## config.mk

```make
export PLATFORM = sky130hd
export DESIGN_NAME = wb_trace_buffer
export DESIGN_NICKNAME = d
export VERILOG_FILES = /design/src/rtl/mips_trace_pkg.sv /design/src/rtl/trace_fifo.sv /design/src/rtl/wb_trace_buffer.sv
export SDC_FILE = /design/constraint.sdc
export NUM_CORES = 1
export LEC_CHECK = 0
export ABC_AREA = 0
export CAP_MARGIN = 0
export CORE_UTILIZATION = 30
export CTS_BUF_LIST = sky130_fd_sc_hd__clkbuf_2 sky130_fd_sc_hd__clkbuf_4 sky130_fd_sc_hd__clkbuf_8
export CTS_CLUSTER_SIZE = 28
export DETAILED_ROUTE_END_ITERATION = 6
export GPL_ROUTABILITY_DRIVEN = 0
export HOLD_SLACK_MARGIN = 0.05
export PLACE_DENSITY = 0.45
export SYNTH_ARGS = -nofsm -noshare
export SYNTH_HDL_FRONTEND = slang
export SYNTH_SLANG_ARGS = --single-unit
```

## constraint.sdc

```tcl
create_clock -name clk -period 17.75 [get_ports clk]
set_clock_uncertainty 0.05 [all_clocks]
set_input_delay 3.55 -clock clk [delete_from_list [all_inputs] [get_ports clk]]
set_output_delay 3.55 -clock clk [all_outputs]
set_load 0.005 [all_outputs]
```

## src/rtl/mips_trace_pkg.sv

```systemverilog
// rtl/mips_trace_pkg.sv - shared trace record type and field widths for the commit-trace stage
package mips_trace_pkg;

   localparam int TRACE_PC_W   = 32;
   localparam int TRACE_ADDR_W = 5;
   localparam int TRACE_DATA_W = 32;

   typedef struct packed {
      logic [TRACE_PC_W-1:0]   pc;
      logic [TRACE_ADDR_W-1:0] addr;
      logic [TRACE_DATA_W-1:0] data;
   } trace_rec_t;

endpackage

```

## src/rtl/trace_fifo.sv

```systemverilog
// rtl/trace_fifo.sv - synchronous FIFO of trace records with wrap-bit pointers
module trace_fifo
   import mips_trace_pkg::*;
#(
   parameter int DEPTH = 16
) (
   input  logic                     clk,
   input  logic                     reset,
   input  logic                     push,
   input  logic                     pop,
   input  trace_rec_t               wdata,
   output trace_rec_t               rdata,
   output logic                     full,
   output logic                     empty,
   output logic [$clog2(DEPTH):0]   count
);

   localparam int AW = $clog2(DEPTH);

   trace_rec_t     mem [DEPTH];
   logic [AW:0]    wptr;
   logic [AW:0]    rptr;
   logic           do_push;
   logic           do_pop;

   assign empty   = (wptr == rptr);
   assign full    = (wptr[AW] != rptr[AW]) && (wptr[AW-1:0] == rptr[AW-1:0]);
   assign count   = wptr - rptr;
   assign do_pop  = pop && !empty;
   // A pop on the same edge frees the slot, so a full FIFO can still accept.
   assign do_push = push && (!full || do_pop);

   always_ff @(posedge clk) begin
      if (!reset) begin
         wptr <= '0;
         rptr <= '0;
      end else begin
         if (do_push) wptr <= wptr + 1'b1;
         if (do_pop)  rptr <= rptr + 1'b1;
      end
   end

   always_ff @(posedge clk) begin
      if (reset && do_push) mem[wptr[AW-1:0]] <= wdata;
   end

   // Gating on empty keeps the output fields at zero after reset.
   assign rdata = empty ? '0 : mem[rptr[AW-1:0]];

endmodule

```

## src/rtl/wb_trace_buffer.sv

```systemverilog
// rtl/wb_trace_buffer.sv - writeback commit-trace buffer; TRACE_ZERO_FILTER_EN drops $0 writes
module wb_trace_buffer
   import mips_trace_pkg::*;
#(
   parameter int DEPTH  = 16,
   parameter int DROP_W = 16
) (
   input  logic              clk,
   input  logic              reset,
   input  logic              wb_valid,
   input  logic [31:0]       wb_pc,
   input  logic [4:0]        wb_addr,
   input  logic [31:0]       wb_data,
   output logic              out_valid,
   input  logic              out_ready,
   output logic [31:0]       out_pc,
   output logic [4:0]        out_addr,
   output logic [31:0]       out_data,
   output logic              almost_full,
   output logic              overflow,
   output logic [DROP_W-1:0] drop_count
);

   localparam int CW = $clog2(DEPTH) + 1;

   trace_rec_t    wrec;
   trace_rec_t    rrec;
   logic          full;
   logic          empty;
   logic [CW-1:0] count;
   logic          cand;
   logic          pop;
   logic          drop;
   logic          drop_q;

`ifdef TRACE_ZERO_FILTER_EN
   assign cand = wb_valid && (wb_addr != '0);
`else
   assign cand = wb_valid;
`endif

   assign pop  = out_ready && !empty;
   assign drop = cand && full && !pop;
   assign wrec = '{pc: wb_pc, addr: wb_addr, data: wb_data};

   trace_fifo #(.DEPTH(DEPTH)) u_fifo (
      .clk   (clk),
      .reset (reset),
      .push  (cand),
      .pop   (out_ready),
      .wdata (wrec),
      .rdata (rrec),
      .full  (full),
      .empty (empty),
      .count (count)
   );

   assign out_valid = !empty;
   assign out_pc    = rrec.pc;
   assign out_addr  = rrec.addr;
   assign out_data  = rrec.data;

   // Drop counter moves on the drop edge; the sticky flag follows one edge later.
   always_ff @(posedge clk) begin
      if (!reset) begin
         drop_count  <= '0;
         drop_q      <= 1'b0;
         overflow    <= 1'b0;
         almost_full <= 1'b0;
      end else begin
         if (drop && (drop_count != {DROP_W{1'b1}})) drop_count <= drop_count + 1'b1;
         drop_q      <= drop;
         overflow    <= overflow | drop_q;
         almost_full <= (count >= CW'(DEPTH - 2));
      end
   end

endmodule

```

==> impl_metrics.toml, run 1 <==
[critical_path]
crit_chain = "buf_12, buf_4, mux4_2, mux2i_1, o22ai_1, clkdlybuf4s50_1"
cp_slowest_stage_delay_ns = 0.96
endpoint_kind = "primary output"
start_kind = "flop"
crit_arrival_ns = 5.35
cp_max_fo = 110
worstPathRequired_ns = 14.15
worst_path_max_delay_cell = "buf_4"
critPathKind = "flop to primary output"

[route]
drc = 0
firstDrtPassIters = 5
vias = 20500
routedWlPerCell_um = 26.3
first_iter_violations = 1617
wirelength_mm = 112
viasPerCell = 4.82
postRouteAntennaNets = 0

[finish]
drive_above_1_share = 0.274
multi_input_area_um2 = 9240
postLayoutCellArea_um2 = 51200
nets = 2276
fillers = 13200
seq_area_um2 = 33800
syn_to_final_growth_pct = 18.0

[power_and_ir_drop]
vdd_drop_max_v = 0.0000638
p_leak_nw = 15.1
p_per_area_nw_per_um2 = 118

[synthesis]
syn_inst = 1897
synthArstFlopShare = 0
synth_flop_cell = "edfxtp_1"
syn_nets = 1981
ys_ff_latch = 1137
post-synth-top-area-cell = "edfxtp_1"
yosysUniqueCellTypes = 45
syn_area_um2 = 43400
yosys_warnings = 0
ys_top_cells_by_area = "edfxtp_1 (76%), mux4_2 (14%), mux2i_1 (3.2%), dfxtp_1 (1.5%), o22ai_1 (1.0%)"
synth_edf_count = 1104
synth_top_area_frac = 0.764
synth_common_cells = "edfxtp_1 (1,104), mux4_2 (276), mux2i_1 (140)"
yosysMostFrequentCell = "edfxtp_1"
ys_seq_area_frac = 0.779
syn_avg_cell_area_um2 = 22.9

[sta]
hold_viol = 0
rsz0062_at_grt = "no"
finalSetupViolations = 0
fin_crit_sh = 0.504
fin_crit_ns = 8.95
tns_ns = 0
slew-limit-headroom = 0.192
fmax_mhz = 112
finalMaxSlewViolations = 0
whs_ns = 0.391
worst_slew_pin_slew_ns = 1.21

[clocking]
cts_made_buffers = 191
cts_setup_buffers = 0
cts.sinks = 1137
root_buffer = "clkbuf_8"
ctsHoldBuffers = 0
cts_tree = "built"
htreeDepth = 4
clk_latency_ns = 0.86
ctsResizeCount = 0
clkSlewWorstSetupHoldPaths_ns = 0.06
clockBufferDepth = 3

[global_route]
grt_antenna_before_repair = 14
grt_pass1_wl_mm = 160
grt_pass1_vias = 22500
grt_max_degree = 161
grtUsageTotal = 0.154
gr-total-overflow = 0

[floorplanning]
die_area_um2 = 146000
initial_utilization = 0.302
core.rowCount = 139
die_w_um = 382
core_um2 = 143000
ios = 161
chipHeight_um = 382

[job]
drv_cap = 0

[placed_design]
dpl-instance-area_um2 = 47500
port-buffer-count = 160
post-dp-hpwl_mm = 53.0

[min_path]
hold_path_class = "flop to flop"

[outcome]
status = "finished, final reports clean"
power by group:
group | total [mW] | internal (mW) | switching, mW
clock | 2.27 | 1.22 | 1.05
sequential | 2.99 | 2.97 | 0.0251
combinational | 0.784 | 0.401 | 0.383
total | 6.05 | 4.59 | 1.46
worst max-delay path, delay by kind of cell (launching register included):
family                 cells  cell delay, ns
DFF                        1            0.81
buffers and inverters      3            2.22
AOI/OAI and AO/OA          1            0.54
muxes                      2            0.46
through the flow:
stage          worst slack (ns)   util  power, mW  cells
6_report                   8.80  0.357       6.05   4247
5_1_grt                    8.32  0.357       6.30   4246
4_1_cts                    8.57  0.357       6.16   4244
3_5_place_dp               9.56  0.331       3.86   3902
3_3_place_gp               9.55  0.331       3.85   3902
2_1_floorplan              9.73      -       3.52   1897
cell usage in the layout, fill, tap and decap left out, types with 12 or more instances in the layout:
cell type,n
clkdlybuf4s50_1,160
clkbuf_4,62
clkinv_2,23
nor2_4,16
mux2i_1,140
nor2_1,15
nand2_1,16
mux4_2,276
edfxtp_1,1104
a21oi_1,12
clkinv_1,46
clkbuf_8,195
dfxtp_1,30
buf_4,40
o22ai_1,70
state kept, by name, summed over array words and instances (netlist names), named ones only:
register / count
almost_full: 1
u_fifo.wptr: 5
drop_q: 1
overflow: 1
u_fifo.mem: 1104
u_fifo.rptr: 5
drop_count: 16
cell type report:
| class | instances | area share |
|---|---|---|
| tap | 1903 | 0.0465 |
| multi-input combinational | 647 | 0.181 |
| timing repair buffer | 204 | 0.0387 |
| inverter | 11 | 0.000807 |
| sequential | 1137 | 0.661 |
| clock inverter | 85 | 0.0108 |
| antenna | 3 | 0.000147 |
| clock buffer | 257 | 0.0615 |
worst paths after layout:
| kind | start | to | slack, ns | cells past startpoint |
|---|---|---|---|---|
| setup / recovery | flop | out_data[1] | 8.80 | 6 |
| hold / removal | drop_q$_SDFF_PN0_ | overflow$_SDFF_PN0_ | 0.39 | 2 |
| setup reg to reg | u_fifo.wptr[0]$_SDFFE_PN0P_ | u_fifo.mem[7][53]$_DFFE_PP_ | 13.76 | 8 |
| hold reg to reg | drop_q$_SDFF_PN0_ | overflow$_SDFF_PN0_ | 0.39 | 2 |
layer usage:
metal  global-route usage  vias up  share of wire
met4               0.0459       12          0.020
li1                     -     8732              -
met5                    0        -        0.00063
met3               0.0313      172          0.042
met1                0.194    11100           0.42
met2                0.266      451           0.51
cell families (layout without fill, tap and decap cells):
group           after synthesis  after routing  share of synthesized area
other cells                   0              3                          0
xor+xnor                     11             11                    0.00239
compound gates              113            113                     0.0171
flops                      1137           1137                      0.779
mux                         416            416                      0.176
buf+inv                     113            557                     0.0108
simple gates                 96             96                     0.0114
fa+ha+maj                    11             11                    0.00335
Power figures use the tool's default switching activity.
==> inputs of run 2 (changes only) <==
--- a/config.mk
+++ b/config.mk
@@ -13,7 +13,7 @@
 export DETAILED_ROUTE_END_ITERATION = 6
 export GPL_ROUTABILITY_DRIVEN = 0
 export HOLD_SLACK_MARGIN = 0.05
-export PLACE_DENSITY = 0.45
+export PLACE_DENSITY = 0.47
 export SYNTH_ARGS = -nofsm -noshare
 export SYNTH_HDL_FRONTEND = slang
 export SYNTH_SLANG_ARGS = --single-unit
==> constraint.sdc (replaced) <==
create_clock -name clk -period 7.2 [get_ports clk]
set_clock_uncertainty 0.05 [all_clocks]
set_input_delay 1.44 -clock clk [delete_from_list [all_inputs] [get_ports clk]]
set_output_delay 1.44 -clock clk [all_outputs]
set_load 0.005 [all_outputs]
==> impl_metrics.toml, run 2 (same netlist as run 1, synthesis figures left out) <==
[clocking]
ctsResizeCount = 0
htreeDepth = 4
ctsHoldBuffers = 0
cts_setup_buffers = 0
cts_made_buffers = 190
clockBufferDepth = 3
clk_latency_ns = 0.87
root_buffer = "clkbuf_8"
cts_tree = "built"
clkSlewWorstSetupHoldPaths_ns = 0.06
cts.sinks = 1137

[critical_path]
critical-path-top-delay-family = "buffers and inverters"
worstPathRequired_ns = 5.71
crit_chain = "ha_1, and4_1, nand2_1, nand2b_4, buf_4, o22ai_1, clkdlybuf4s50_1"
endpoint_kind = "primary output"
start_kind = "flop"
worstSetupPathDepth = 7
r2r_start = "u_fifo.wptr[3]$_SDFFE_PN0P_"
cp-endpoint = "out_data[0]"
worst_path_max_delay_cell = "clkdlybuf4s50_1"
cp_max_fo = 51
regToRegSetupSlack_ns = 3.38
reg2reg_to = "u_fifo.mem[3][4]$_DFFE_PP_"
r2r_cells = 6
critPathLaunch = "u_fifo.wptr[3]$_SDFFE_PN0P_"
critPathKind = "flop to primary output"
cp_slowest_stage_delay_ns = 0.62
path_buf_inv = 2
crit_arrival_ns = 4.44

[route]
viasPerCell = 4.77
postRouteAntennaNets = 0
routedWlPerCell_um = 24.8
wirelength_mm = 105
firstDrtPassIters = 5
drc = 0
vias = 20300
first_iter_violations = 1118

[sta]
hold_viol = 0
rsz0062_at_grt = "no"
finalSetupViolations = 0
post-route-worst-setup-slack_ns = 1.27
finalMaxSlewViolations = 0
fin_crit_ns = 5.93
fmax_mhz = 168
slew-limit-headroom = 0.207
fin_crit_sh = 0.824
tns_ns = 0
worst_slew_pin_slew_ns = 1.19

[min_path]
hold_path_class = "flop to flop"
min_from = "drop_q$_SDFF_PN0_"

[global_route]
grt_max_degree = 75
grt_pass1_wl_mm = 154
grtUsageTotal = 0.145
gr-total-overflow = 0
grt_antenna_before_repair = 14
grt_pass1_vias = 22400

[floorplanning]
initial_utilization = 0.302
chipHeight_um = 382
ios = 161
core_um2 = 143000
die_w_um = 382
core.rowCount = 139
die_area_um2 = 146000

[finish]
syn_to_final_growth_pct = 18.4
drive_above_1_share = 0.272
nets = 2274
layout_commonest_cell = "edfxtp_1"
largest_register_ffs = 1104
final_cell_mix = "edfxtp_1 (1,104), mux4_2 (276), clkbuf_8 (191)"

[power_and_ir_drop]
p_leak_nw = 15.1
p_per_area_nw_per_um2 = 291
vdd_drop_max_v = 0.000142

[outcome]
status = "finished, final reports clean"

[placed_design]
port-buffer-count = 160
place_worst_setup_slack_ns = 2.00
post-dp-hpwl_mm = 56.5

[job]
drv_cap = 0
==> run 2: changes by cell type in the layout (fill, tap and decap cells not counted), sizes merged <==
cell	previous run	this run
clkbuf	257	242
clkinv	71	78
diode	3	6
inv	15	18
buf	44	43
bufinv	5	6
clkinvlp	5	6
==> run 2: cell type report <==
cell class	instances	area [um^2]
clock inverters	97	671
well taps	1903	2380
flip-flops and latches	1137	33800
inverters	11	41.3
diodes	6	15.0
multi-input cells	647	9240
repair buffers	203	2190
fillers	13100	92100
clock buffers	242	3010
==> run 2: through the flow <==
| stage | area, um^2 | total power [mW] | hold slack [ns] | std cells | util |
|---|---|---|---|---|---|
| 2_1_floorplan | 43400 | 8.69 | 0.366 | 1897 | - |
| 3_3_place_gp | 47700 | 9.55 | 0.380 | 3901 | 0.332 |
| 3_5_place_dp | 47700 | 9.56 | 0.395 | 3901 | 0.332 |
| 4_1_cts | 51400 | 15.2 | 0.402 | 4240 | 0.358 |
| 5_1_grt | 51400 | 15.5 | 0.422 | 4244 | 0.358 |
| 6_report | 51400 | 14.9 | 0.402 | 4246 | 0.358 |
==> run 2: how the worst min path moves through the flow <==
stage	to	cells past startpoint	slack (ns)
2_1_floorplan	overflow$_SDFF_PN0_	2	0.37
3_3_place_gp	overflow$_SDFF_PN0_	2	0.38
3_5_place_dp	overflow$_SDFF_PN0_	2	0.39
4_1_cts	overflow$_SDFF_PN0_	2	0.40
5_1_grt	overflow$_SDFF_PN0_	2	0.42
6_report	overflow$_SDFF_PN0_	2	0.40
==> run 2: layer usage <==
layer | vias to the layer above | track usage | share of wire
li1 | 8732 | - | -
met5 | - | 0 | 0.00023
met4 | 4 | 0.0411 | 0.018
met1 | 10900 | 0.182 | 0.42
met3 | 151 | 0.0299 | 0.043
met2 | 451 | 0.251 | 0.51
==> run 2: report_power, final <==
part / internal (mW) / switching [mW] / total, mW
clock: 2.97 / 2.61 / 5.58
combinational: 1.01 / 0.965 / 1.97
sequential: 7.31 / 0.0623 / 7.38
total: 11.3 / 3.64 / 14.9
==> run 2: worst register-to-register path, cell delays in order, from the launching register on <==
cell     delay (ns)
dfxtp_1        0.49
ha_1           0.37
nand4_1        0.28
o31a_1         0.38
or3b_2         0.62
nor2_4         0.75
buf_12         0.45
==> RTL edit (settings of run 1) <==
The parameter `DROP_W` goes from 16 to 20.
--- a/src/rtl/wb_trace_buffer.sv
+++ b/src/rtl/wb_trace_buffer.sv
@@ -5,3 +5,3 @@
    parameter int DEPTH  = 16,
-   parameter int DROP_W = 16
+   parameter int DROP_W = 20
 ) (
Ports: changed (resized drop_count); port bits go from 161 to 165. No check against the original RTL was run, so the function may have changed too.
==> RTL edit against run 1 <==
The flow now finishes with violations (DRC); sequential power is essentially flat; utilization increased by 0.12 points; design area increased by 0.57%; global-route usage down 0.054 points; area after synthesis up 0.50%; routed wire length shrank 0.30%; power is essentially flat; sequential share of layout area is 0.21 points lower; setup slack got worse by 660 ps; fmax decreased by 6.8%; sequential cell count grew 4.
==> RTL edit: results (changes against run 1) <==
outcome:
  violations: "DRC"
  outcome: "complete, but fails checks"
placement:
  dpl.hpwl_um: 54700  # +3.2%
  placedCellCount: 3850  # -1.3%
  place_ws_ps: 8770  # -785 ps
  port_buffers: 164  # +2.5%
critical_path:
  r2r-end: "u_fifo.mem[15][3]"
  crit_end: "out_data[18]"
  rr_startpoint: "u_fifo.wptr[3]"
  r2r_cells: 8  # unchanged
  worstPathArrival_ps: 6010  # +660 ps
  regToRegSetupSlack_ps: 13090  # -670 ps
  cpPeakStageDelay_ps: 930  # -30 ps
  cp_slowest_cell: "dfxtp_4"
  cp_max_fo: 41  # -63%
timing:
  slew-limit-headroom: 0.228  # +0.0358
  fmax_ghz: 0.104  # -6.8%
logic_synthesis:
  syn_nets: 1915  # -3.3%
  synth_compound_area_frac: 0.00499  # -0.0121
  synth_area_leaders: "edfxtp_1 (76%), mux4_2 (18%), dfxtp_1 (1.7%), and2_1 (1.1%), clkbuf_1 (0.49%)"
  synthAdderAreaFrac: 0.00333  # -0.0000166
  ys_seq_area_frac: 0.777  # -0.00203
  synth.distinct_cells: 40  # -11%
  synth_common_cells: "edfxtp_1 (1104), mux4_2 (345), and2_1 (74)"
  synthMuxAreaShare: 0.179  # +0.00332
  synthXorXnorAreaFrac: 0.00321  # +0.000820
  postSynthCellCount: 1831  # -3.5%
  yosysWarnings: 0  # unchanged
power:
  pg_seq_w: 0.00300  # about the same
  swShare: 0.237  # -0.00420
  p_leak_nw: 15.4  # +1.9%
  comb-power_w: 0.000750  # -4.3%
finish:
  nFillCells: 13152  # -0.28%
  drive_above_1_share: 0.308  # +0.0345
  final_nets: 2226  # -2.2%
  layout.cells.non_filler: 4202  # -1.1%
  largest_reg_flops: 1104  # unchanged
global_routing:
  grt_max_degree: 160  # -0.62%
  grt_pass1_wl_um: 161000  # about the same
  grtUsageTotal: 0.153  # -0.000539
  grt_pass1_vias: 22263  # -1.1%
detailed_routing:
  drt_iter0_drc: 1229  # -24%
  wl_um: 111000  # -0.30%
  vias: 20178  # -1.4%
  drc: 26  # +26
  drt_pre_antenna_iters: 7  # +2
clock_tree:
  insertion_delay_ps: 880  # +20 ps
  cts-buffers-inserted: 193  # +1.0%
-- RTL edit: area by class of cell --
| type | count | area share |
|---|---|---|
| Timing Repair Buffer | 208 | 0.0386 |
| Tap cell | 1903 | 0.0463 |
| Clock buffer | 259 | 0.0615 |
| Clock inverter | 87 | 0.0111 |
| Antenna cell | 6 | 0.000292 |
| Inverter | 8 | 0.000583 |
| Multi-Input combinational cell | 590 | 0.183 |
| Sequential cell | 1141 | 0.659 |
-- RTL edit: metal layers --
layer  up-vias  track usage  part of all wire
met4        10       0.0441             0.018
met2       472        0.250              0.49
li1       8471            -                 -
met1     11050        0.203              0.44
met3       175       0.0371             0.051
met5         -            0           0.00059
-- RTL edit: through the flow --
stage | utilization | area [µm²] | hold slack (ps)
floorplan | - | 43600 | 366
global placement | 0.332 | 47700 | 385
detailed placement | 0.332 | 47700 | 393
CTS | 0.358 | 51500 | 410
global route | 0.358 | 51500 | 460
finish | 0.358 | 51500 | 416
